**config.mk**
```make
export PLATFORM = sky130hd
export DESIGN_NAME = timer_ctrl_4b_flat
export DESIGN_NICKNAME = d
export VERILOG_FILES = /design/src/rtl/timer_ctrl_pkg.sv /design/src/rtl/timer_ctrl_4b_if.sv /design/src/rtl/timer_ctrl_fsm.sv /design/src/rtl/timer_ctrl_4b.sv /design/src/flat_wrapper.sv
export SDC_FILE = /design/constraint.sdc
export NUM_CORES = 1
export LEC_CHECK = 0
export ABC_AREA = 0
export ABC_CLOCK_PERIOD_IN_PS = 1550
export CORE_MARGIN = 4
export CORE_UTILIZATION = 40
export CTS_CLUSTER_SIZE = 40
export DETAILED_ROUTE_END_ITERATION = 7
export PLACE_DENSITY = 0.79
export RECOVER_POWER = 50
export SETUP_SLACK_MARGIN = 0.1
export SLEW_MARGIN = 20
export SYNTH_ARGS = -nofsm -noshare
export SYNTH_HDL_FRONTEND = slang
export SYNTH_SLANG_ARGS = --single-unit
```
**constraint.sdc**
```tcl
create_clock -name clk -period 1.55 [get_ports clk]
set_input_delay 0.465 -clock clk [delete_from_list [all_inputs] [get_ports clk]]
set_output_delay 0.465 -clock clk [all_outputs]
set_load 0.01 [all_outputs]
```
**src/rtl/timer_ctrl_pkg.sv**
```systemverilog
// rtl/timer_ctrl_pkg.sv - shared state encodings and default width for the interval-timer controller
package timer_ctrl_pkg;

    localparam int WIDTH_DEF = 4;

    typedef enum logic [1:0] {
        S_IDLE = 2'b00,
        S_LOAD = 2'b01,
        S_RUN  = 2'b10,
        S_DONE = 2'b11
    } state_e;

endpackage

```
**src/rtl/timer_ctrl_4b_if.sv**
```systemverilog
// rtl/timer_ctrl_4b_if.sv - control/status bundle between timer controller, its user and the up-counter (optional pause: TIMER_CTRL_PAUSE_EN)
interface timer_ctrl_4b_if
    import timer_ctrl_pkg::*;
#(
    parameter int WIDTH = WIDTH_DEF
);
    logic             start;
    logic             stop;
    logic             auto_rl;
    logic [WIDTH-1:0] period;
    logic             tcount;
`ifdef TIMER_CTRL_PAUSE_EN
    logic             pause;
`endif
    logic             ld;
    logic             cnt;
    logic [WIDTH-1:0] load_val;
    logic             busy;
    logic             done;
    logic [WIDTH-1:0] laps;

`ifdef TIMER_CTRL_PAUSE_EN
    modport master (output start, stop, auto_rl, period, tcount, pause,
                    input  ld, cnt, load_val, busy, done, laps);
    modport slave  (input  start, stop, auto_rl, period, tcount, pause,
                    output ld, cnt, load_val, busy, done, laps);
`else
    modport master (output start, stop, auto_rl, period, tcount,
                    input  ld, cnt, load_val, busy, done, laps);
    modport slave  (input  start, stop, auto_rl, period, tcount,
                    output ld, cnt, load_val, busy, done, laps);
`endif
endinterface

```
**src/rtl/timer_ctrl_fsm.sv**
```systemverilog
// rtl/timer_ctrl_fsm.sv - IDLE/LOAD/RUN/DONE sequencer driving counter ld/cnt (optional pause: TIMER_CTRL_PAUSE_EN)
module timer_ctrl_fsm
    import timer_ctrl_pkg::*;
(
    input  logic clk_i,
    input  logic rst_i,
    input  logic start_i,
    input  logic stop_i,
    input  logic auto_rl_i,
    input  logic tcount_i,
`ifdef TIMER_CTRL_PAUSE_EN
    input  logic pause_i,
`endif
    output logic ld_o,
    output logic cnt_o,
    output logic busy_o,
    output logic done_o,
    output logic accept_o
);

    state_e state_q, state_d;

    // State register
    always_ff @(posedge clk_i) begin
        if (rst_i) begin
            state_q <= S_IDLE;
        end else begin
            state_q <= state_d;
        end
    end

    // Next-state and output decode; stop overrides every transition and suppresses done
    always_comb begin
        state_d  = state_q;
        ld_o     = 1'b0;
        cnt_o    = 1'b0;
        done_o   = 1'b0;
        accept_o = 1'b0;
        case (state_q)
            S_IDLE: begin
                if (start_i) begin
                    accept_o = 1'b1;
                    state_d  = S_LOAD;
                end
            end
            S_LOAD: begin
                ld_o    = 1'b1;
                state_d = S_RUN;
            end
            S_RUN: begin
`ifdef TIMER_CTRL_PAUSE_EN
                if (!pause_i) begin
                    cnt_o = ~tcount_i;
                    if (tcount_i) state_d = S_DONE;
                end
`else
                // Counter holds at all-ones once tcount rises
                cnt_o = ~tcount_i;
                if (tcount_i) state_d = S_DONE;
`endif
            end
            S_DONE: begin
                done_o  = 1'b1;
                state_d = auto_rl_i ? S_LOAD : S_IDLE;
            end
            default: state_d = S_IDLE;
        endcase
        if (stop_i) begin
            state_d  = S_IDLE;
            done_o   = 1'b0;
            accept_o = 1'b0;
        end
    end

    assign busy_o = (state_q != S_IDLE);

endmodule

```
**src/rtl/timer_ctrl_4b.sv**
```systemverilog
// rtl/timer_ctrl_4b.sv - interval-timer controller top: period latch, lap counter, counter load value (optional pause: TIMER_CTRL_PAUSE_EN)
module timer_ctrl_4b
    import timer_ctrl_pkg::*;
#(
    parameter int WIDTH = WIDTH_DEF
)(
    input  logic            clk,
    input  logic            rst,
    timer_ctrl_4b_if.slave  bus
);

    logic [WIDTH-1:0] period_q, period_d;
    logic [WIDTH-1:0] laps_q, laps_d;
    logic             accept;
    logic             done;

    timer_ctrl_fsm u_fsm (
        .clk_i     (clk),
        .rst_i     (rst),
        .start_i   (bus.start),
        .stop_i    (bus.stop),
        .auto_rl_i (bus.auto_rl),
        .tcount_i  (bus.tcount),
`ifdef TIMER_CTRL_PAUSE_EN
        .pause_i   (bus.pause),
`endif
        .ld_o      (bus.ld),
        .cnt_o     (bus.cnt),
        .busy_o    (bus.busy),
        .done_o    (done),
        .accept_o  (accept)
    );

    // Period is captured and laps cleared only on an accepted start; laps counts done pulses
    always_comb begin
        period_d = period_q;
        laps_d   = laps_q;
        if (accept) begin
            period_d = bus.period;
            laps_d   = '0;
        end else if (done) begin
            laps_d   = laps_q + 1'b1;
        end
    end

    // Period and lap registers
    always_ff @(posedge clk) begin
        if (rst) begin
            period_q <= '0;
            laps_q   <= '0;
        end else begin
            period_q <= period_d;
            laps_q   <= laps_d;
        end
    end

    // Up-counter starts at 2^WIDTH-1-P so it reaches all-ones after P increments
    assign bus.load_val = ~period_q;
    assign bus.done     = done;
    assign bus.laps     = laps_q;

endmodule
```
**src/flat_wrapper.sv**
```systemverilog
// flat-port wrapper written by rule: the top's interface ports become plain ports
module timer_ctrl_4b_flat import timer_ctrl_pkg::*;
#(
    parameter int WIDTH = WIDTH_DEF
)
  (clk, rst, bus_start, bus_stop, bus_auto_rl, bus_period, bus_tcount, bus_ld, bus_cnt, bus_load_val, bus_busy, bus_done, bus_laps);
  timer_ctrl_4b_if #(.WIDTH(WIDTH)) bus_i ();
  input  logic clk;
  input  logic rst;
  input wire logic [$bits(bus_i.start)-1:0] bus_start;
  input wire logic [$bits(bus_i.stop)-1:0] bus_stop;
  input wire logic [$bits(bus_i.auto_rl)-1:0] bus_auto_rl;
  input wire logic [$bits(bus_i.period)-1:0] bus_period;
  input wire logic [$bits(bus_i.tcount)-1:0] bus_tcount;
  output wire logic [$bits(bus_i.ld)-1:0] bus_ld;
  output wire logic [$bits(bus_i.cnt)-1:0] bus_cnt;
  output wire logic [$bits(bus_i.load_val)-1:0] bus_load_val;
  output wire logic [$bits(bus_i.busy)-1:0] bus_busy;
  output wire logic [$bits(bus_i.done)-1:0] bus_done;
  output wire logic [$bits(bus_i.laps)-1:0] bus_laps;
  assign bus_i.start = bus_start;
  assign bus_i.stop = bus_stop;
  assign bus_i.auto_rl = bus_auto_rl;
  assign bus_i.period = bus_period;
  assign bus_i.tcount = bus_tcount;
  assign bus_ld = bus_i.ld;
  assign bus_cnt = bus_i.cnt;
  assign bus_load_val = bus_i.load_val;
  assign bus_busy = bus_i.busy;
  assign bus_done = bus_i.done;
  assign bus_laps = bus_i.laps;
  timer_ctrl_4b #(.WIDTH(WIDTH)) u_core (.clk(clk), .rst(rst), .bus(bus_i));
endmodule
```
==> report_table.html, run 1 <==
<table>
<tr><th>Metric</th><th>Value</th></tr>
<tr><th colspan="2">Global route</th></tr>
<tr><td>First-pass GRT wire length</td><td>2300 µm</td></tr>
<tr><td>Antenna violations before repair</td><td>0</td></tr>
<tr><td>Remaining global-route overflow</td><td>0</td></tr>
<tr><td>Pin count of the biggest net entering global routing</td><td>6</td></tr>
<tr><td>Aggregate global-route resource usage</td><td>0.163</td></tr>
<tr><td>Via count of the first global-routing pass</td><td>550</td></tr>
<tr><th colspan="2">Final layout</th></tr>
<tr><td>Number of filler cells placed in the layout</td><td>83</td></tr>
<tr><td>Final cell utilization of the core</td><td>0.834</td></tr>
<tr><td>Multi-input combinational cell area</td><td>364 µm²</td></tr>
<tr><td>Count of nets after finishing</td><td>118</td></tr>
<tr><td>Ant. Diodes</td><td>0</td></tr>
<tr><td>Area Overhead vs Synth</td><td>85.7%</td></tr>
<tr><td>Share of post-route cells with drive strength above 1</td><td>0.410</td></tr>
<tr><td>Area used by sequential logic in the layout</td><td>208 µm²</td></tr>
<tr><th colspan="2">Worst setup path</th></tr>
<tr><td>Crit Path Class</td><td>reg -&gt; out</td></tr>
<tr><td>Top cell by count, worst path</td><td>buf_6</td></tr>
<tr><td>Category of the worst setup path capture point</td><td>output port</td></tr>
<tr><td>Crit path required time</td><td>1.08 ns</td></tr>
<tr><td>Buf+Inv Stages, Crit Path</td><td>3</td></tr>
<tr><td>Crit-path max cell delay</td><td>0.36 ns</td></tr>
<tr><td>Critical Path Start Type</td><td>flop</td></tr>
<tr><td>Critical Path, Cell by Cell</td><td>buf_6 -&gt; ha_4 -&gt; nand2b_4 -&gt; inv_4 -&gt; buf_6</td></tr>
<tr><td>Arrival time at the worst endpoint</td><td>1.13 ns</td></tr>
<tr><td>Critical Path Fanout Max</td><td>3</td></tr>
<tr><td>Cell class contributing the biggest share of worst-path delay</td><td>flip-flops</td></tr>
<tr><td>Standard cell with the maximum stage delay on the critical path</td><td>dfxtp_4</td></tr>
<tr><th colspan="2">Synthesis</th></tr>
<tr><td>Syn_area_per_cell</td><td>9.03 µm²</td></tr>
<tr><td>Count of flip-flops with a built-in enable after synthesis</td><td>0</td></tr>
<tr><td>Warnings, synthesis</td><td>0</td></tr>
<tr><td>Syn_nets</td><td>75</td></tr>
<tr><td>Async set-or-reset flop fraction in the synthesized netlist</td><td>0</td></tr>
<tr><td>Dominant cell type by area after synthesis</td><td>dfxtp_1</td></tr>
<tr><td>Post-synthesis instance total</td><td>59</td></tr>
<tr><td>Area share of the largest cell type after synthesis</td><td>0.376</td></tr>
<tr><td>Cell area after synthesis</td><td>533 µm²</td></tr>
<tr><td>Flip-flop and latch count after synthesis</td><td>10</td></tr>
<tr><td>Top post-synthesis cells by count</td><td>10 x dfxtp_1, 9 x inv_1, 7 x nor2_1</td></tr>
<tr><td>Primary flip-flop cell chosen by synthesis mapping</td><td>dfxtp_1</td></tr>
<tr><td>Yosys cell types</td><td>22</td></tr>
<tr><td>Leading cell type by number of instances after synthesis</td><td>dfxtp_1</td></tr>
<tr><td>Sequential cell area fraction in the yosys report</td><td>0.376</td></tr>
<tr><td>Largest cells by area after synthesis</td><td>dfxtp_1 38%, ha_1 14%, mux2i_1 7.5%</td></tr>
<tr><th colspan="2">Route</th></tr>
<tr><td>Routed wire length per instance</td><td>12.6 µm</td></tr>
<tr><td>Per-cell via count in the routed design</td><td>4.82</td></tr>
<tr><td>Total detailed-routing wirelength</td><td>1440 µm</td></tr>
<tr><td>Vias post-DR</td><td>549</td></tr>
<tr><td>Number of nets still failing antenna checks after routing</td><td>0</td></tr>
<tr><td>Remaining DRCs</td><td>0</td></tr>
<tr><td>Initial DRT Pass Iterations</td><td>1</td></tr>
<tr><td>1st-iter DRT viols</td><td>0</td></tr>
<tr><th colspan="2">CTS</th></tr>
<tr><td>TritonCTS clock tree</td><td>done</td></tr>
<tr><td>Number of buffers added to fix hold violations after cts</td><td>0</td></tr>
<tr><td>Bufs on Longest Clock Path</td><td>2</td></tr>
<tr><td>Clock latency at the later pin of the worst-skew pair</td><td>0.27 ns</td></tr>
<tr><td>CTS clock-pin slew for the worst setup and hold paths</td><td>0.07 ns</td></tr>
<tr><td>Root buffer selected by CTS</td><td>clkbuf_4</td></tr>
<tr><td>TritonCTS sink count</td><td>10</td></tr>
<tr><td>Cts bufs inserted</td><td>3</td></tr>
<tr><td>Number of H-tree levels</td><td>1</td></tr>
<tr><th colspan="2">Flow run</th></tr>
<tr><td>Number of maximum-capacitance constraint violations</td><td>0</td></tr>
<tr><th colspan="2">Hold path</th></tr>
<tr><td>Tightest Hold Check Type</td><td>reg -&gt; reg</td></tr>
<tr><th colspan="2">Pwr</th></tr>
<tr><td>NetSw</td><td>153 µW</td></tr>
<tr><td>Internal Pwr Total</td><td>430 µW</td></tr>
<tr><td>Fraction of power spent switching nets</td><td>0.262</td></tr>
<tr><td>Max rail drop VDD</td><td>528 µV</td></tr>
<tr><td>Leakage Power</td><td>0.000452 µW</td></tr>
<tr><td>Share of power burned in combinational logic</td><td>0.223</td></tr>
<tr><td>Proportion of power drawn by flip-flops and latches</td><td>0.463</td></tr>
<tr><td>Clock power share</td><td>0.315</td></tr>
<tr><td>Power density normalized to cell area</td><td>589 nW/µm²</td></tr>
<tr><th colspan="2">Floorplan</th></tr>
<tr><td>Horizontal die dimension</td><td>44.5 µm</td></tr>
<tr><td>Die Area</td><td>1980 µm²</td></tr>
<tr><td>Placeable core area</td><td>1190 µm²</td></tr>
<tr><td>Row Count</td><td>12</td></tr>
<tr><td>Starting density of the core</td><td>0.449</td></tr>
<tr><td>Vert. Die Dim</td><td>44.5 µm</td></tr>
<tr><td>Boundary pin count</td><td>22</td></tr>
<tr><th colspan="2">Placement</th></tr>
<tr><td>Total half-perimeter wirelength after legalization and detailed placement</td><td>972 µm</td></tr>
<tr><td>Count of buffers inserted at the top-level ports</td><td>21</td></tr>
<tr><td>Routability congestion estimate</td><td>0.745</td></tr>
<tr><th colspan="2">STA</th></tr>
<tr><td>Number of failing setup endpoints in the final timing report</td><td>2</td></tr>
<tr><td>Final WS setup</td><td>-0.0494 ns</td></tr>
<tr><td>RSZ-0062 raised after global routing</td><td>yes</td></tr>
<tr><td>Crit path time final</td><td>1.60 ns</td></tr>
<tr><td>Final hold violation count</td><td>0</td></tr>
<tr><td>Worst hold slack across all endpoints</td><td>0.500 ns</td></tr>
<tr><td>Clock tree skew after final layout</td><td>0.00317 ns</td></tr>
<tr><td>Tightest Pin Transition</td><td>0.318 ns</td></tr>
<tr><td>Final worst-path cycle share</td><td>1.03</td></tr>
<tr><td>Final Slew Violations</td><td>0</td></tr>
<tr><td>Maximum frequency from static timing analysis</td><td>625 MHz</td></tr>
<tr><td>Worst slew margin relative to its limit</td><td>0.788</td></tr>
<tr><th colspan="2">Run status</th></tr>
<tr><td>Run status</td><td>complete, but fails checks</td></tr>
<tr><td>Failing checks</td><td>negative setup slack</td></tr>
</table>
-- sequential cells by signal, indices dropped and copies added (netlist names) --
signal,flops
u_core.bus.laps,4
u_core.period_q,4
u_core.u_fsm.state_q,2
-- worst reg2reg max path, delay by kind of cell, from the launching register on --
kind                       cells  cell delay, ns
buffers and inverters          3            0.30
DFF                            1            0.37
and+or+nand+nor                2            0.30
adders and majority gates      1            0.15
muxes                          1            0.23
-- power by group through the flow --
stage | sequential [µW] | combinational [µW] | clock, µW
final | 270 | 130 | 183
after global routing | 270 | 142 | 203
after CTS | 269 | 122 | 187
after detailed placement | 275 | 111 | 0
after global placement | 275 | 109 | 0
after floorplan | 274 | 46.7 | 0
-- layout by cell type (no fill, tap or decap), types with 3 or more instances in the layout --
master / count
buf_4: 15
buf_6: 5
clkbuf_4: 3
clkdlybuf4s50_1: 7
dfxtp_1: 8
dlygate4sd2_1: 8
ha_4: 4
inv_1: 5
mux2i_1: 4
nor2_1: 7
-- worst paths after layout --
path                                start            endpoint  slack, ns  cells past startpoint
hold / removal         u_core.period_q[2]  u_core.period_q[2]       0.50                      2
setup / recovery  u_core.u_fsm.state_q[1]             bus_cnt      -0.05                      5
hold reg to reg        u_core.period_q[2]  u_core.period_q[2]       0.50                      2
setup reg to reg  u_core.u_fsm.state_q[1]  u_core.period_q[1]       0.08                      7
-- per-stage QoR --
| step | total power [µW] | TNS [ns] | instance area, µm² | std cells | worst slack, ns |
|---|---|---|---|---|---|
| finish | 583 | -0.0862 | 990 | 114 | -0.0494 |
| floorplan | 321 | 0 | 533 | 59 | 0.296 |
| CTS | 578 | -0.146 | 945 | 110 | -0.0733 |
| global route | 615 | -0.206 | 990 | 114 | -0.0796 |
| detailed placement | 386 | -2.91 | 843 | 105 | -0.576 |
| global placement | 384 | -2.39 | 843 | 105 | -0.534 |
-- logic make-up after synthesis --
group	after synthesis	share of synthesized area
flip-flops	10	0.376
XOR/XNOR	2	0.0329
AND/OR/NAND/NOR	20	0.214
multiplexers	4	0.0751
AO/OA/AOI/OAI	8	0.0986
adder cells (fa/ha/maj)	6	0.141
buffers and inverters	9	0.0634
-- routing by layer --
metal,vias up,part of all wire,track usage
li1,281,-,-
met2,16,0.52,0.266
met3,5,0.051,0.0610
met5,-,0,0
met1,247,0.41,0.180
met4,0,0.020,0.0904
-- cell type report --
type | instances | area share
inverters | 9 | 0.0442
repair buffers | 38 | 0.338
multi-input cells | 40 | 0.368
flip-flops and latches | 10 | 0.210
clock buffers | 3 | 0.0228
well taps | 14 | 0.0177
-- timing repair --
item | CTS | global route
gates resized for setup | 47 | 10
gates cloned | 0 | 0
pin swaps | 2 | 1
endpoints found under the setup margin | 16 | 6
buffers inserted | 2 | 4
No activity file was read; power rests on OpenSTA's default activity.
==> run 2, diff against run 1 <==
--- a/config.mk
+++ b/config.mk
@@ -11,10 +11,11 @@
 export CORE_UTILIZATION = 40
 export CTS_CLUSTER_SIZE = 40
 export DETAILED_ROUTE_END_ITERATION = 7
-export PLACE_DENSITY = 0.79
+export PLACE_DENSITY_LB_ADDON = 0.25
 export RECOVER_POWER = 50
 export SETUP_SLACK_MARGIN = 0.1
 export SLEW_MARGIN = 20
 export SYNTH_ARGS = -nofsm -noshare
 export SYNTH_HDL_FRONTEND = slang
 export SYNTH_SLANG_ARGS = --single-unit
+export TNS_END_PERCENT = 1
==> run 2 against run 1 <==
The run still ends with negative setup slack left; setup slack better by 0.028 ns; global-route usage is 0.91 points lower; clock-buffer cell count stayed put; largest cell class unchanged; non-clock buffer count is 5 lower; sequential share of layout area is 1.9 points higher; combinational power is 18% lower.
==> report_table.html, run 2 (synthesis results as in run 1) <==
<table>
<tr><th>Metric</th><th>Value</th></tr>
<tr><th colspan="2">Hold path</th></tr>
<tr><td>Count of cells along the worst hold path</td><td>2 (unchanged)</td></tr>
<tr><td>Endpoint with the worst hold slack</td><td>u_core.bus.laps[1] (was u_core.period_q[2])</td></tr>
<tr><td>Launch instance of the worst min-delay path</td><td>u_core.bus.laps[1] (was u_core.period_q[2])</td></tr>
<tr><td>Tightest Hold Check Type</td><td>reg -&gt; reg (unchanged)</td></tr>
<tr><th colspan="2">Global route</th></tr>
<tr><td>Antenna violations before repair</td><td>0 (unchanged)</td></tr>
<tr><td>Pin count of the biggest net entering global routing</td><td>6 (unchanged)</td></tr>
<tr><td>Remaining global-route overflow</td><td>0 (unchanged)</td></tr>
<tr><td>Via count of the first global-routing pass</td><td>529 (was 550)</td></tr>
<tr><td>First-pass GRT wire length</td><td>2190 µm (was 2300 µm)</td></tr>
<tr><td>Aggregate global-route resource usage</td><td>0.154 (was 0.163)</td></tr>
<tr><th colspan="2">Route</th></tr>
<tr><td>1st-iter DRT viols</td><td>7 (was 0)</td></tr>
<tr><td>Remaining DRCs</td><td>0 (unchanged)</td></tr>
<tr><td>Routed wire length per instance</td><td>12.0 µm (was 12.6 µm)</td></tr>
<tr><td>Number of nets still failing antenna checks after routing</td><td>0 (unchanged)</td></tr>
<tr><td>Total detailed-routing wirelength</td><td>1310 µm (was 1440 µm)</td></tr>
<tr><td>Initial DRT Pass Iterations</td><td>4 (was 1)</td></tr>
<tr><td>Vias post-DR</td><td>515 (was 549)</td></tr>
<tr><td>Per-cell via count in the routed design</td><td>4.72 (was 4.82)</td></tr>
<tr><th colspan="2">STA</th></tr>
<tr><td>Final Slew Violations</td><td>0 (unchanged)</td></tr>
<tr><td>Final WS setup</td><td>-0.0216 ns (was -0.0494 ns)</td></tr>
<tr><td>Worst slew margin relative to its limit</td><td>0.798 (was 0.788)</td></tr>
<tr><td>Aggregate negative setup slack</td><td>-0.0405 ns (was -0.0862 ns)</td></tr>
<tr><td>Final worst-path cycle share</td><td>1.01 (was 1.03)</td></tr>
<tr><td>Final hold violation count</td><td>0 (unchanged)</td></tr>
<tr><td>Number of failing setup endpoints in the final timing report</td><td>3 (was 2)</td></tr>
<tr><td>Maximum frequency from static timing analysis</td><td>636 MHz (was 625 MHz)</td></tr>
<tr><td>Crit path time final</td><td>1.57 ns (was 1.60 ns)</td></tr>
<tr><td>RSZ-0062 raised after global routing</td><td>yes (unchanged)</td></tr>
<tr><td>Clock tree skew after final layout</td><td>0.00197 ns (was 0.00317 ns)</td></tr>
<tr><td>Tightest Pin Transition</td><td>0.303 ns (was 0.318 ns)</td></tr>
<tr><th colspan="2">Worst setup path</th></tr>
<tr><td>Internal reg-to-reg setup slack</td><td>0.11 ns (was 0.08 ns)</td></tr>
<tr><td>Critical R2R Launch</td><td>u_core.u_fsm.state_q[0] (was u_core.u_fsm.state_q[1])</td></tr>
<tr><td>Worst reg2reg path endpoint</td><td>u_core.bus.laps[0] (was u_core.period_q[1])</td></tr>
<tr><td>Standard cell with the maximum stage delay on the critical path</td><td>dfxtp_2 (was dfxtp_4)</td></tr>
<tr><td>Critical Path Fanout Max</td><td>3 (unchanged)</td></tr>
<tr><td>Cell class contributing the biggest share of worst-path delay</td><td>flip-flops (unchanged)</td></tr>
<tr><td>Buf+Inv Stages, Crit Path</td><td>3 (unchanged)</td></tr>
<tr><td>Category of the worst setup path capture point</td><td>output port (unchanged)</td></tr>
<tr><td>Arrival time at the worst endpoint</td><td>1.11 ns (was 1.13 ns)</td></tr>
<tr><td>R2R cell count</td><td>6 (was 7)</td></tr>
<tr><td>Crit-path max cell delay</td><td>0.33 ns (was 0.36 ns)</td></tr>
<tr><td>Crit Path Class</td><td>reg -&gt; out (unchanged)</td></tr>
<tr><td>Critical Path Source</td><td>u_core.u_fsm.state_q[1] (unchanged)</td></tr>
<tr><td>Crit path required time</td><td>1.08 ns (about the same)</td></tr>
<tr><td>Critical Path Start Type</td><td>flop (unchanged)</td></tr>
<tr><td>Critical Path, Cell by Cell</td><td>buf_4 -&gt; ha_4 -&gt; nand2b_4 -&gt; inv_4 -&gt; buf_6 (was buf_6 -&gt; ha_4 -&gt; nand2b_4 -&gt; inv_4 -&gt; buf_6)</td></tr>
<tr><th colspan="2">Run status</th></tr>
<tr><td>Run status</td><td>complete, but fails checks (unchanged)</td></tr>
<tr><td>Failing checks</td><td>negative setup slack (unchanged)</td></tr>
<tr><th colspan="2">Final layout</th></tr>
<tr><td>Ant. Diodes</td><td>0 (unchanged)</td></tr>
<tr><td>Area Overhead vs Synth</td><td>68.5% (was 85.7%)</td></tr>
<tr><td>Share of post-route cells with drive strength above 1</td><td>0.337 (was 0.410)</td></tr>
<tr><td>Multi-input combinational cell area</td><td>330 µm² (was 364 µm²)</td></tr>
<tr><td>Count of nets after finishing</td><td>113 (was 118)</td></tr>
<tr><td>Leading cell types in the layout, fill and taps excluded</td><td>10 x buf_4, 9 x dlygate4sd2_1, 7 x nor2_1, 7 x clkdlybuf4s50_1 (was 15 x buf_4, 8 x dlygate4sd2_1, 8 x dfxtp_1)</td></tr>
<tr><td>Area used by sequential logic in the layout</td><td>205 µm² (was 208 µm²)</td></tr>
<tr><td>Most common cell after layout, fill and taps aside</td><td>buf_4 (unchanged)</td></tr>
<tr><td>Number of filler cells placed in the layout</td><td>100 (was 83)</td></tr>
<tr><th colspan="2">Pwr</th></tr>
<tr><td>Max rail drop VDD</td><td>448 µV (was 528 µV)</td></tr>
<tr><td>Power density normalized to cell area</td><td>615 nW/µm² (was 589 nW/µm²)</td></tr>
<tr><td>Leakage Power</td><td>0.000428 µW (was 0.000452 µW)</td></tr>
<tr><th colspan="2">CTS</th></tr>
<tr><td>TritonCTS clock tree</td><td>done (unchanged)</td></tr>
<tr><td>TritonCTS sink count</td><td>10 (unchanged)</td></tr>
<tr><td>CTS clock-pin slew for the worst setup and hold paths</td><td>0.06 ns (was 0.07 ns)</td></tr>
<tr><td>Number of H-tree levels</td><td>1 (unchanged)</td></tr>
<tr><td>Number of buffers added to fix hold violations after cts</td><td>0 (unchanged)</td></tr>
<tr><td>Root buffer selected by CTS</td><td>clkbuf_4 (unchanged)</td></tr>
<tr><td>Clock latency at the later pin of the worst-skew pair</td><td>0.26 ns (was 0.27 ns)</td></tr>
<tr><td>Cts bufs inserted</td><td>3 (unchanged)</td></tr>
<tr><td>Bufs on Longest Clock Path</td><td>2 (unchanged)</td></tr>
<tr><th colspan="2">Placement</th></tr>
<tr><td>Post-Place Worst Slack</td><td>-0.566 ns (was -0.576 ns)</td></tr>
<tr><td>Count of buffers inserted at the top-level ports</td><td>21 (unchanged)</td></tr>
<tr><td>Routability congestion estimate</td><td>0.768 (was 0.745)</td></tr>
<tr><td>Total half-perimeter wirelength after legalization and detailed placement</td><td>965 µm (was 972 µm)</td></tr>
<tr><th colspan="2">Floorplan</th></tr>
<tr><td>Die Area</td><td>1980 µm² (unchanged)</td></tr>
<tr><td>Row Count</td><td>12 (unchanged)</td></tr>
<tr><td>Boundary pin count</td><td>22 (unchanged)</td></tr>
<tr><td>Horizontal die dimension</td><td>44.5 µm (unchanged)</td></tr>
<tr><td>Placeable core area</td><td>1190 µm² (unchanged)</td></tr>
<tr><td>Vert. Die Dim</td><td>44.5 µm (unchanged)</td></tr>
<tr><td>Starting density of the core</td><td>0.449 (unchanged)</td></tr>
<tr><th colspan="2">Flow run</th></tr>
<tr><td>Number of maximum-capacitance constraint violations</td><td>0 (unchanged)</td></tr>
</table>
==> run 2: repair_timing <==
action | CTS | global route
buffers inserted | 2 | 0
setup endpoints to repair | 12 | 6
endpoints found under the hold margin | 0 | 0
gates resized for setup | 29 | 14
pin swaps | 0 | 1
==> run 2: worst register-to-register path: cells and delay by family (launching register included) <==
kind,cells,cell delay [ns]
fa+ha+maj,1,0.17
flops,1,0.35
buf+inv,2,0.23
simple gates,3,0.58
==> run 2: metrics by stage <==
stage	cells	area [µm²]	power [µW]	hold slack (ns)	util
after floorplan	59	533	321	0.463	-
after global placement	104	836	385	0.477	0.705
after detailed placement	104	836	386	0.484	0.705
after CTS	109	865	560	0.494	0.729
after global routing	109	898	586	0.521	0.757
final	109	898	553	0.494	0.757
==> run 2: metal layers <==
layer | wire (µm) | part of all wire | track usage
met2 | 694 | 0.53 | 0.249
met5 | 0 | 0 | 0
met1 | 505 | 0.39 | 0.177
met4 | 35 | 0.027 | 0.108
met3 | 73 | 0.056 | 0.0325
==> run 2: area by class of cell <==
class,instances,share of cell area
Multi-Input combinational cell,40,0.368
Clock buffer,3,0.0251
Timing Repair Buffer,33,0.316
Tap cell,14,0.0195
Inverter,9,0.0432
Sequential cell,10,0.228
==> run 2: worst max path at each step <==
stage | end | slack, ns | cells past startpoint
after floorplan | bus_cnt | 0.30 | 4
after global placement | bus_done | -0.55 | 4
after detailed placement | bus_done | -0.57 | 4
after CTS | bus_cnt | -0.12 | 4
after global routing | bus_done | -0.06 | 5
final | bus_cnt | -0.02 | 5
==> run 2: power by group <==
| part | switching [µW] | internal [µW] | leakage, µW |
|---|---|---|---|
| Sequential | 6.47 | 266 | 0.0000830 |
| Combinational | 45.5 | 61.4 | 0.000331 |
| Clock | 84.3 | 89.6 | 0.0000138 |
| Total | 136 | 417 | 0.000428 |
==> run 3, diff against run 2 <==
--- a/config.mk
+++ b/config.mk
@@ -18,4 +18,3 @@
 export SYNTH_ARGS = -nofsm -noshare
 export SYNTH_HDL_FRONTEND = slang
 export SYNTH_SLANG_ARGS = --single-unit
-export TNS_END_PERCENT = 1
==> run 3 against run 2 <==
The flow still finishes with violations (negative setup slack); routed wire length grew 9.3%; via count grew 5.4%; hold slack gained 0.0015 ns; non-clock buffer count grew 4; register-to-register slack lost 0.05 ns; fmax shrank 0.41%; flip-flop and latch count is the same; cell area grew 9.1%; critical path depth is the same; clock-buffer cell count is the same; die area is the same; critical path type unchanged.
==> report_table.html, run 3 (synthesis results as in run 1) <==
<table>
<tr><th>Metric</th><th>Value</th></tr>
<tr><th colspan="2">Worst setup path</th></tr>
<tr><td>Category of the worst setup path capture point</td><td>output port (unchanged)</td></tr>
<tr><td>Top cell by count, worst path</td><td>buf_6</td></tr>
<tr><td>Arrival time at the worst endpoint</td><td>1.11 ns (about the same)</td></tr>
<tr><td>Standard cell with the maximum stage delay on the critical path</td><td>dfxtp_2 (unchanged)</td></tr>
<tr><td>Critical R2R Launch</td><td>u_core.u_fsm.state_q[1] (was u_core.u_fsm.state_q[0])</td></tr>
<tr><td>Critical Path Fanout Max</td><td>3 (unchanged)</td></tr>
<tr><td>Critical Path Start Type</td><td>flop (unchanged)</td></tr>
<tr><td>Crit path required time</td><td>1.08 ns (about the same)</td></tr>
<tr><td>Cell class contributing the biggest share of worst-path delay</td><td>flip-flops (unchanged)</td></tr>
<tr><td>Worst reg2reg path endpoint</td><td>u_core.u_fsm.state_q[0] (was u_core.bus.laps[0])</td></tr>
<tr><td>Crit Path Class</td><td>reg -&gt; out (unchanged)</td></tr>
<tr><td>Buf+Inv Stages, Crit Path</td><td>4 (was 3)</td></tr>
<tr><td>Internal reg-to-reg setup slack</td><td>0.06 ns (was 0.11 ns)</td></tr>
<tr><td>R2R cell count</td><td>8 (was 6)</td></tr>
<tr><td>Critical Path, Cell by Cell</td><td>buf_6 -&gt; inv_2 -&gt; ha_2 -&gt; inv_1 -&gt; buf_6 (was buf_4 -&gt; ha_4 -&gt; nand2b_4 -&gt; inv_4 -&gt; buf_6)</td></tr>
<tr><td>Crit-path max cell delay</td><td>0.33 ns (about the same)</td></tr>
<tr><th colspan="2">Route</th></tr>
<tr><td>Number of nets still failing antenna checks after routing</td><td>0 (unchanged)</td></tr>
<tr><td>Initial DRT Pass Iterations</td><td>2 (was 4)</td></tr>
<tr><td>Total detailed-routing wirelength</td><td>1430 µm (was 1310 µm)</td></tr>
<tr><td>Per-cell via count in the routed design</td><td>4.81 (was 4.72)</td></tr>
<tr><td>Vias post-DR</td><td>543 (was 515)</td></tr>
<tr><td>Remaining DRCs</td><td>0 (unchanged)</td></tr>
<tr><td>1st-iter DRT viols</td><td>2 (was 7)</td></tr>
<tr><td>Routed wire length per instance</td><td>12.7 µm (was 12.0 µm)</td></tr>
<tr><th colspan="2">Pwr</th></tr>
<tr><td>Leakage Power</td><td>0.000469 µW (was 0.000428 µW)</td></tr>
<tr><td>Share of power burned in combinational logic</td><td>0.229 (was 0.193)</td></tr>
<tr><td>Fraction of power spent switching nets</td><td>0.253 (was 0.247)</td></tr>
<tr><td>Clock power share</td><td>0.303 (was 0.315)</td></tr>
<tr><td>Power density normalized to cell area</td><td>592 nW/µm² (was 615 nW/µm²)</td></tr>
<tr><td>Internal Pwr Total</td><td>433 µW (was 417 µW)</td></tr>
<tr><td>NetSw</td><td>147 µW (was 136 µW)</td></tr>
<tr><td>Proportion of power drawn by flip-flops and latches</td><td>0.468 (was 0.492)</td></tr>
<tr><td>Max rail drop VDD</td><td>456 µV (was 448 µV)</td></tr>
<tr><th colspan="2">STA</th></tr>
<tr><td>Tightest Pin Transition</td><td>0.231 ns (was 0.303 ns)</td></tr>
<tr><td>RSZ-0062 raised after global routing</td><td>yes (unchanged)</td></tr>
<tr><td>Worst hold slack across all endpoints</td><td>0.495 ns (was 0.494 ns)</td></tr>
<tr><td>Crit path time final</td><td>1.58 ns (was 1.57 ns)</td></tr>
<tr><td>Maximum frequency from static timing analysis</td><td>634 MHz (was 636 MHz)</td></tr>
<tr><td>Final WS setup</td><td>-0.0282 ns (was -0.0216 ns)</td></tr>
<tr><td>Clock tree skew after final layout</td><td>0.000464 ns (was 0.00197 ns)</td></tr>
<tr><td>Worst slew margin relative to its limit</td><td>0.845 (was 0.798)</td></tr>
<tr><td>Final hold violation count</td><td>0 (unchanged)</td></tr>
<tr><td>Final Slew Violations</td><td>0 (unchanged)</td></tr>
<tr><td>Final worst-path cycle share</td><td>1.02 (was 1.01)</td></tr>
<tr><td>Number of failing setup endpoints in the final timing report</td><td>4 (was 3)</td></tr>
<tr><th colspan="2">Global route</th></tr>
<tr><td>Remaining global-route overflow</td><td>0 (unchanged)</td></tr>
<tr><td>First-pass GRT wire length</td><td>2300 µm (was 2190 µm)</td></tr>
<tr><td>Via count of the first global-routing pass</td><td>533 (was 529)</td></tr>
<tr><td>Antenna violations before repair</td><td>0 (unchanged)</td></tr>
<tr><td>Aggregate global-route resource usage</td><td>0.163 (was 0.154)</td></tr>
<tr><td>Pin count of the biggest net entering global routing</td><td>6 (unchanged)</td></tr>
<tr><th colspan="2">Run status</th></tr>
<tr><td>Failing checks</td><td>negative setup slack (unchanged)</td></tr>
<tr><td>Run status</td><td>complete, but fails checks (unchanged)</td></tr>
<tr><th colspan="2">Final layout</th></tr>
<tr><td>Most common cell after layout, fill and taps aside</td><td>buf_4 (unchanged)</td></tr>
<tr><td>Area Overhead vs Synth</td><td>83.8% (was 68.5%)</td></tr>
<tr><td>Ant. Diodes</td><td>0 (unchanged)</td></tr>
<tr><td>Leading cell types in the layout, fill and taps excluded</td><td>13 x buf_4, 10 x dlygate4sd2_1, 7 x nor2_1, 7 x clkdlybuf4s50_1, 7 x buf_6 (was 10 x buf_4, 9 x dlygate4sd2_1, 7 x nor2_1, 7 x clkdlybuf4s50_1)</td></tr>
<tr><td>Final Non-Filler Cells</td><td>113 (was 109)</td></tr>
<tr><td>Count of nets after finishing</td><td>117 (was 113)</td></tr>
<tr><td>Share of post-route cells with drive strength above 1</td><td>0.424 (was 0.337)</td></tr>
<tr><td>Number of filler cells placed in the layout</td><td>90 (was 100)</td></tr>
<tr><th colspan="2">CTS</th></tr>
<tr><td>Cts bufs inserted</td><td>3 (unchanged)</td></tr>
<tr><td>CTS clock-pin slew for the worst setup and hold paths</td><td>0.06 ns (about the same)</td></tr>
<tr><td>Number of H-tree levels</td><td>1 (unchanged)</td></tr>
<tr><td>Bufs on Longest Clock Path</td><td>2 (unchanged)</td></tr>
<tr><td>Number of buffers added to fix hold violations after cts</td><td>0 (unchanged)</td></tr>
<tr><td>Clock latency at the later pin of the worst-skew pair</td><td>0.26 ns (about the same)</td></tr>
<tr><td>Root buffer selected by CTS</td><td>clkbuf_4 (unchanged)</td></tr>
<tr><td>TritonCTS clock tree</td><td>done (unchanged)</td></tr>
<tr><td>TritonCTS sink count</td><td>10 (unchanged)</td></tr>
<tr><th colspan="2">Floorplan</th></tr>
<tr><td>Die Area</td><td>1980 µm² (unchanged)</td></tr>
<tr><td>Row Count</td><td>12 (unchanged)</td></tr>
<tr><td>Starting density of the core</td><td>0.449 (unchanged)</td></tr>
<tr><td>Boundary pin count</td><td>22 (unchanged)</td></tr>
<tr><td>Placeable core area</td><td>1190 µm² (unchanged)</td></tr>
<tr><td>Horizontal die dimension</td><td>44.5 µm (unchanged)</td></tr>
<tr><td>Vert. Die Dim</td><td>44.5 µm (unchanged)</td></tr>
<tr><th colspan="2">Placement</th></tr>
<tr><td>Count of buffers inserted at the top-level ports</td><td>21 (unchanged)</td></tr>
<tr><td>Routability congestion estimate</td><td>0.768 (unchanged)</td></tr>
<tr><td>Total half-perimeter wirelength after legalization and detailed placement</td><td>965 µm (unchanged)</td></tr>
<tr><td># placed instances</td><td>104 (unchanged)</td></tr>
<tr><th colspan="2">Hold path</th></tr>
<tr><td>Tightest Hold Check Type</td><td>reg -&gt; reg (unchanged)</td></tr>
<tr><td>Launch instance of the worst min-delay path</td><td>u_core.bus.laps[1] (unchanged)</td></tr>
<tr><td>Endpoint with the worst hold slack</td><td>u_core.bus.laps[1] (unchanged)</td></tr>
<tr><td>Count of cells along the worst hold path</td><td>2 (unchanged)</td></tr>
<tr><th colspan="2">Flow run</th></tr>
<tr><td>Number of maximum-capacitance constraint violations</td><td>0 (unchanged)</td></tr>
</table>
## run 3: repair_timing
item,4_1_cts,5_1_grt
gates cloned,0,0
buffers inserted,5,1
endpoints found under the setup margin,12,12
pin swaps,0,2
gates resized for setup,38,17
## run 3: layout make-up
| cell class | count | area, µm² | area share |
|---|---|---|---|
| clock buffers | 3 | 22.5 | 0.0230 |
| repair buffers | 37 | 334 | 0.341 |
| multi-input cells | 40 | 367 | 0.374 |
| inverters | 9 | 33.8 | 0.0345 |
| flip-flops and latches | 10 | 205 | 0.209 |
| well taps | 14 | 17.5 | 0.0179 |
## run 3: worst max path at each step
stage	start	to	depth (start not counted)
after floorplan	u_core.u_fsm.state_q[0]	bus_cnt	4
after global placement	bus_stop	bus_done	4
after CTS	u_core.u_fsm.state_q[1]	bus_ld	5
after global routing	u_core.u_fsm.state_q[1]	bus_busy	5
final	u_core.u_fsm.state_q[1]	bus_busy	5
after detailed placement	bus_stop	bus_done	4
## run 3: worst register-to-register path: stages (launching register included)
cell	delay, ns
dfxtp_2	0.33
buf_6	0.11
inv_2	0.06
ha_2	0.19
buf_4	0.11
buf_4	0.12
nor2b_4	0.16
nor2_1	0.06
a221oi_1	0.25
## run 3: per-layer routing
| layer | wire length (µm) | track usage | vias up |
|---|---|---|---|
| met3 | 75 | 0.0325 | 5 |
| met1 | 554 | 0.189 | 250 |
| met4 | 36 | 0.108 | 0 |
| met5 | 0 | 0 | - |
| met2 | 764 | 0.266 | 15 |
| li1 | - | - | 273 |
## run 3: power by group through the flow
stage	registers [µW]	clock network [µW]	logic, µW
final	271	176	133
after global routing	272	194	144
after CTS	271	183	113
after detailed placement	276	0	111
after global placement	275	0	110
after floorplan	274	0	46.7
## run 3: through the flow
| step | util | cell area [µm²] | setup slack (ns) | TNS [ns] | total power [µW] |
|---|---|---|---|---|---|
| 2_1_floorplan | - | 533 | 0.296 | 0 | 321 |
| 3_3_place_gp | 0.705 | 836 | -0.549 | -2.53 | 385 |
| 3_5_place_dp | 0.705 | 836 | -0.566 | -2.68 | 386 |
| 4_1_cts | 0.771 | 915 | -0.0791 | -0.179 | 566 |
| 5_1_grt | 0.826 | 980 | -0.0773 | -0.265 | 610 |
| 6_report | 0.826 | 980 | -0.0282 | -0.0880 | 580 |
==> variant 1, RTL diff (flow settings as in run 1) <==
Change the package constant `WIDTH_DEF` from 4 to 3.
--- a/src/rtl/timer_ctrl_pkg.sv
+++ b/src/rtl/timer_ctrl_pkg.sv
@@ -1,7 +1,7 @@
 // rtl/timer_ctrl_pkg.sv - shared state encodings and default width for the interval-timer controller
 package timer_ctrl_pkg;
 
-    localparam int WIDTH_DEF = 4;
+    localparam int WIDTH_DEF = 3;
 
     typedef enum logic [1:0] {
         S_IDLE = 2'b00,
Interface: changed (resized bus_laps, bus_load_val and bus_period); port bits go from 22 to 19. No check against the original RTL was run, so the function may have changed too.
==> variant 1 against run 1 <==
The flow still finishes with violations (setup timing); power decreased by 15%; clock skew about the same; critical path depth unchanged; sequential cell count decreased by 2; final area decreased by 9.9%; routed wire length decreased by 13%; worst setup slack improved by 41 ps; area after synthesis decreased by 11%; largest power group unchanged.
==> variant 1: results (changes against run 1) <==
- DR top layer: met3
- Met3 Resource Use GR: 3.43% (-2.7 points)
- Detailed-route vias per instance: 4.64 (-3.7%)
- Post-Route M1 WL: 491 µm (-17%)
- Leak: 0.000419 µW (-7.4%)
- Final setup fails: 2 (unchanged)
- Failing checks: setup timing
- Initial DRC Count: 1 (+1)
- RD Place Congestion: 0.759 (+1.9%)
- Vias in the first global route: 486 (-12%)
- Met2 WL post-DR: 715 µm (-3.5%)
- Final Worst Setup Slack: -8.68 ps (+40.8 ps)
- NonClk Buf Share: 36.0% (+2.3 points)
- Sequential power: 217 µW (-20%)
- Post-CTS sizing: 31 (-34%)
- Ranking of synthesized cells by area: dfxtp_1, ha_1, mux2i_1
- Top cells by count, synth: dfxtp_1, inv_1, nor2_1
- Logic inverters: 7 (-2)
- TritonRoute pass-1 iters: 2 (+1)
- Post-Syn Nets: 63 (-16%)
- Final Non-Filler Cells: 102 (-11%)
- Multi-input gates: 33 (-18%)
- Syn Inst Count: 48 (-19%)
- Status: finished with violations
- Post-synthesis mux area share: 8.47% (+0.95 points)
variant 1: stage by stage:
stage	setup WS (ps)	setup TNS (ps)	total power, µW	cell area, µm²
after floorplan	275	0	268	473
after global placement	-497	-1560	327	753
after detailed placement	-527	-1800	330	753
after CTS	-84.0	-181	492	813
after global routing	-55.4	-176	528	892
final	-8.68	-9.44	497	892
variant 1: logic make-up (layout without fill, tap and decap cells):
kind of cell	Yosys count	count (layout)
flip-flops	8	8
AO/OA/AOI/OAI	5	5
buffers and inverters	7	47
multiplexers	4	4
adder cells (fa/ha/maj)	6	6
XOR/XNOR	2	2
AND/OR/NAND/NOR	16	16
variant 1: path summary, 6_finish.rpt:
kind                           startpoint                       to  slack [ps]  cells past startpoint
hold reg to reg        u_core.period_q[2]       u_core.period_q[2]         510                      2
setup reg to reg  u_core.u_fsm.state_q[1]  u_core.u_fsm.state_q[1]          40                      8
hold / removal         u_core.period_q[2]       u_core.period_q[2]         510                      2
setup / recovery  u_core.u_fsm.state_q[1]                  bus_cnt          -9                      5
==> variant 2, RTL diff (flow settings as in run 1) <==
Without the edit above. Encoding of `state_e`: now one-hot (4 bits for 4 states).
--- a/src/rtl/timer_ctrl_pkg.sv
+++ b/src/rtl/timer_ctrl_pkg.sv
@@ -3,11 +3,11 @@
 
     localparam int WIDTH_DEF = 4;
 
-    typedef enum logic [1:0] {
-        S_IDLE = 2'b00,
-        S_LOAD = 2'b01,
-        S_RUN  = 2'b10,
-        S_DONE = 2'b11
+    typedef enum logic [3:0] {
+        S_IDLE = 4'b0001,
+        S_LOAD = 4'b0010,
+        S_RUN  = 4'b0100,
+        S_DONE = 4'b1000
     } state_e;
 
 endpackage
Formal check against the unedited RTL: same outputs for any inputs over 10 cycles, from zero or initial values and one cycle with rst high; not proved beyond that.
==> variant 2 against run 1 <==
The run still ends with setup timing left; utilization down 11 points; via count up 32%; final area up 9.5%; area after synthesis up 18%; sequential cell count up 2; routed wire length up 39%; worst setup slack worse by 260 ps; power up 29%; sequential power up 21%; sequential share of layout area up 1.6 points; worst hold slack worse by 13 ps; global-route usage up 2.3 points; highest routed layer unchanged.
==> variant 2: results (changes against run 1) <==
- Hold path start: u_core.period_q[1]
- Status: finished with violations
- Top cells by count, synth: dfxtp_1, a21oi_1, inv_1, o21ai_0, nor2_1
- Leak: 0.000427 µW (-5.6%)
- Worst hold stages: 2 (unchanged)
- Fill cell count: 131 (+58%)
- Root Buffer: clkbuf_4
- Crit start category: flop
- Total track usage: 18.6% (+2.3 points)
- Worst EP arrival: 1390 ps (+260 ps)
- Max IR drop VDD: 558 µV (+5.6%)
- Sequential area share after synthesis: 38.3% (+0.76 points)
- Final Worst Setup Slack: -308 ps (-259 ps)
- Max-slew headroom: 71.0% (-7.7 points)
- Clock Path Buffers: 2 (unchanged)
- FF-to-FF path depth: 5 (-2)
- Ys Warns: 0 (unchanged)
- Ranking of synthesized cells by area: dfxtp_1, a21oi_1, o21ai_0
- CP max FO: 3 (unchanged)
- Initial DRC Count: 7 (+7)
- Worst skew pair latency: 270 ps (about the same)
- Yosys cell types: 29 (+32%)
- Final net count: 126 (+6.8%)
- Synth Flop Type: dfxtp_1
- Syn_area_per_cell: 8.36 µm² (-7.5%)
- Worst R2R Start: u_core.u_fsm.state_q[0]
- Detailed-route vias per instance: 5.58 (+16%)
- First-pass GRT wire length: 2950 µm (+29%)
- Post-Syn Nets: 86 (+15%)
- Hold slack: 487 ps (-12.6 ps)
- DR WL/cell: 15.4 µm (+22%)
- Initial antenna violation count: 0 (unchanged)
- Dpl ws: -551 ps (+24.7 ps)
- Maximum number of pins on one net before global-route repair: 12 (+6)
- Routed Wire Length: 2000 µm (+39%)
- Hold Path End: u_core.period_q[1]
- Hold Crit Class: reg2reg
- Port buffer count: 21 (unchanged)
- Residual DRC: 0 (unchanged)
- Share of cells above drive strength 1: 43.0% (+2.0 points)
- Dpl cells: 121 (+15%)
- Worst R2R End: u_core.bus.laps[3]
- Flop2flop setup slack: -280 ps (-360 ps)
- FFs w/ async S/R, synth: 0% (unchanged)
- Clk_skew: 7.91 ps (+4.74 ps)
- Failing checks: setup timing
- H-tree depth: 1 (unchanged)
- ANT cells: 0 (unchanged)
- Vias in the first global route: 678 (+23%)
- Clock-pin slew on the worst setup and hold paths: 80 ps
- RD Place Congestion: 0.770 (+3.4%)
- TritonRoute pass-1 iters: 4 (+3)
- Final setup fails: 8 (+6)
- Number of buffers created by CTS: 3 (unchanged)
- Count leader, synth: dfxtp_1
- Hpwl dp: 1370 µm (+41%)
-- variant 2: cell type report --
cell class / instances / area share, %
Clock buffer: 4 / 3.35
Inverter: 8 / 2.77
Multi-Input combinational cell: 51 / 38.5
Sequential cell: 12 / 22.6
Tap cell: 16 / 1.85
Timing Repair Buffer: 39 / 30.9
-- variant 2: cells by family after synthesis --
| logic type | after synthesis | synth area share (%) |
|---|---|---|
| buffers and inverters | 12 | 9.38 |
| adders and majority gates | 1 | 2.00 |
| AOI/OAI and AO/OA | 23 | 22.2 |
| DFF | 12 | 38.3 |
| and+or+nand+nor | 27 | 28.1 |
-- variant 2: per-stage QoR --
stage,area [µm²],TNS [ps],util (%)
global route,1080,-2240,72.8
finish,1080,-1860,72.8
CTS,1020,-1270,68.8
global placement,941,-2750,63.2
floorplan,652,-778,-
detailed placement,941,-3100,63.2
-- variant 2: how the worst max path moves through the flow --
stage                    endpoint  slack (ps)  cells past startpoint
4_1_cts                  bus_done        -320                      3
5_1_grt                  bus_done        -360                      3
6_report                 bus_done        -310                      3
2_1_floorplan  u_core.bus.laps[3]        -160                      5
3_5_place_dp              bus_cnt        -550                      3
3_3_place_gp              bus_cnt        -530                      3
-- variant 2: report_power, final --
part	switching [µW]	internal (µW)
Combinational	84.6	93.7
Sequential	7.82	319
Clock	106	143
Total	198	556
-- variant 2: worst max-delay path, stage by stage, from the launching register on --
cell and delay [ps]:
dfxtp_2 340, or4b_4 570, nor2_2 90, buf_2 130
-- variant 2: per-layer routing --
layer	GRT usage, %	routed length, µm	part of all wire, %	up-vias
met5	0	0	0	-
met3	3.76	65	3.2	2
met4	6.45	11	0.55	0
li1	-	-	-	353
met1	21.6	757	38	357
met2	33.7	1170	58	14
-- variant 2: timing repair --
| item | CTS | global route |
|---|---|---|
| buffers inserted | 2 | 3 |
| endpoints found under the setup margin | 20 | 10 |
| gates resized for setup | 43 | 13 |
| pin swaps | 3 | 1 |
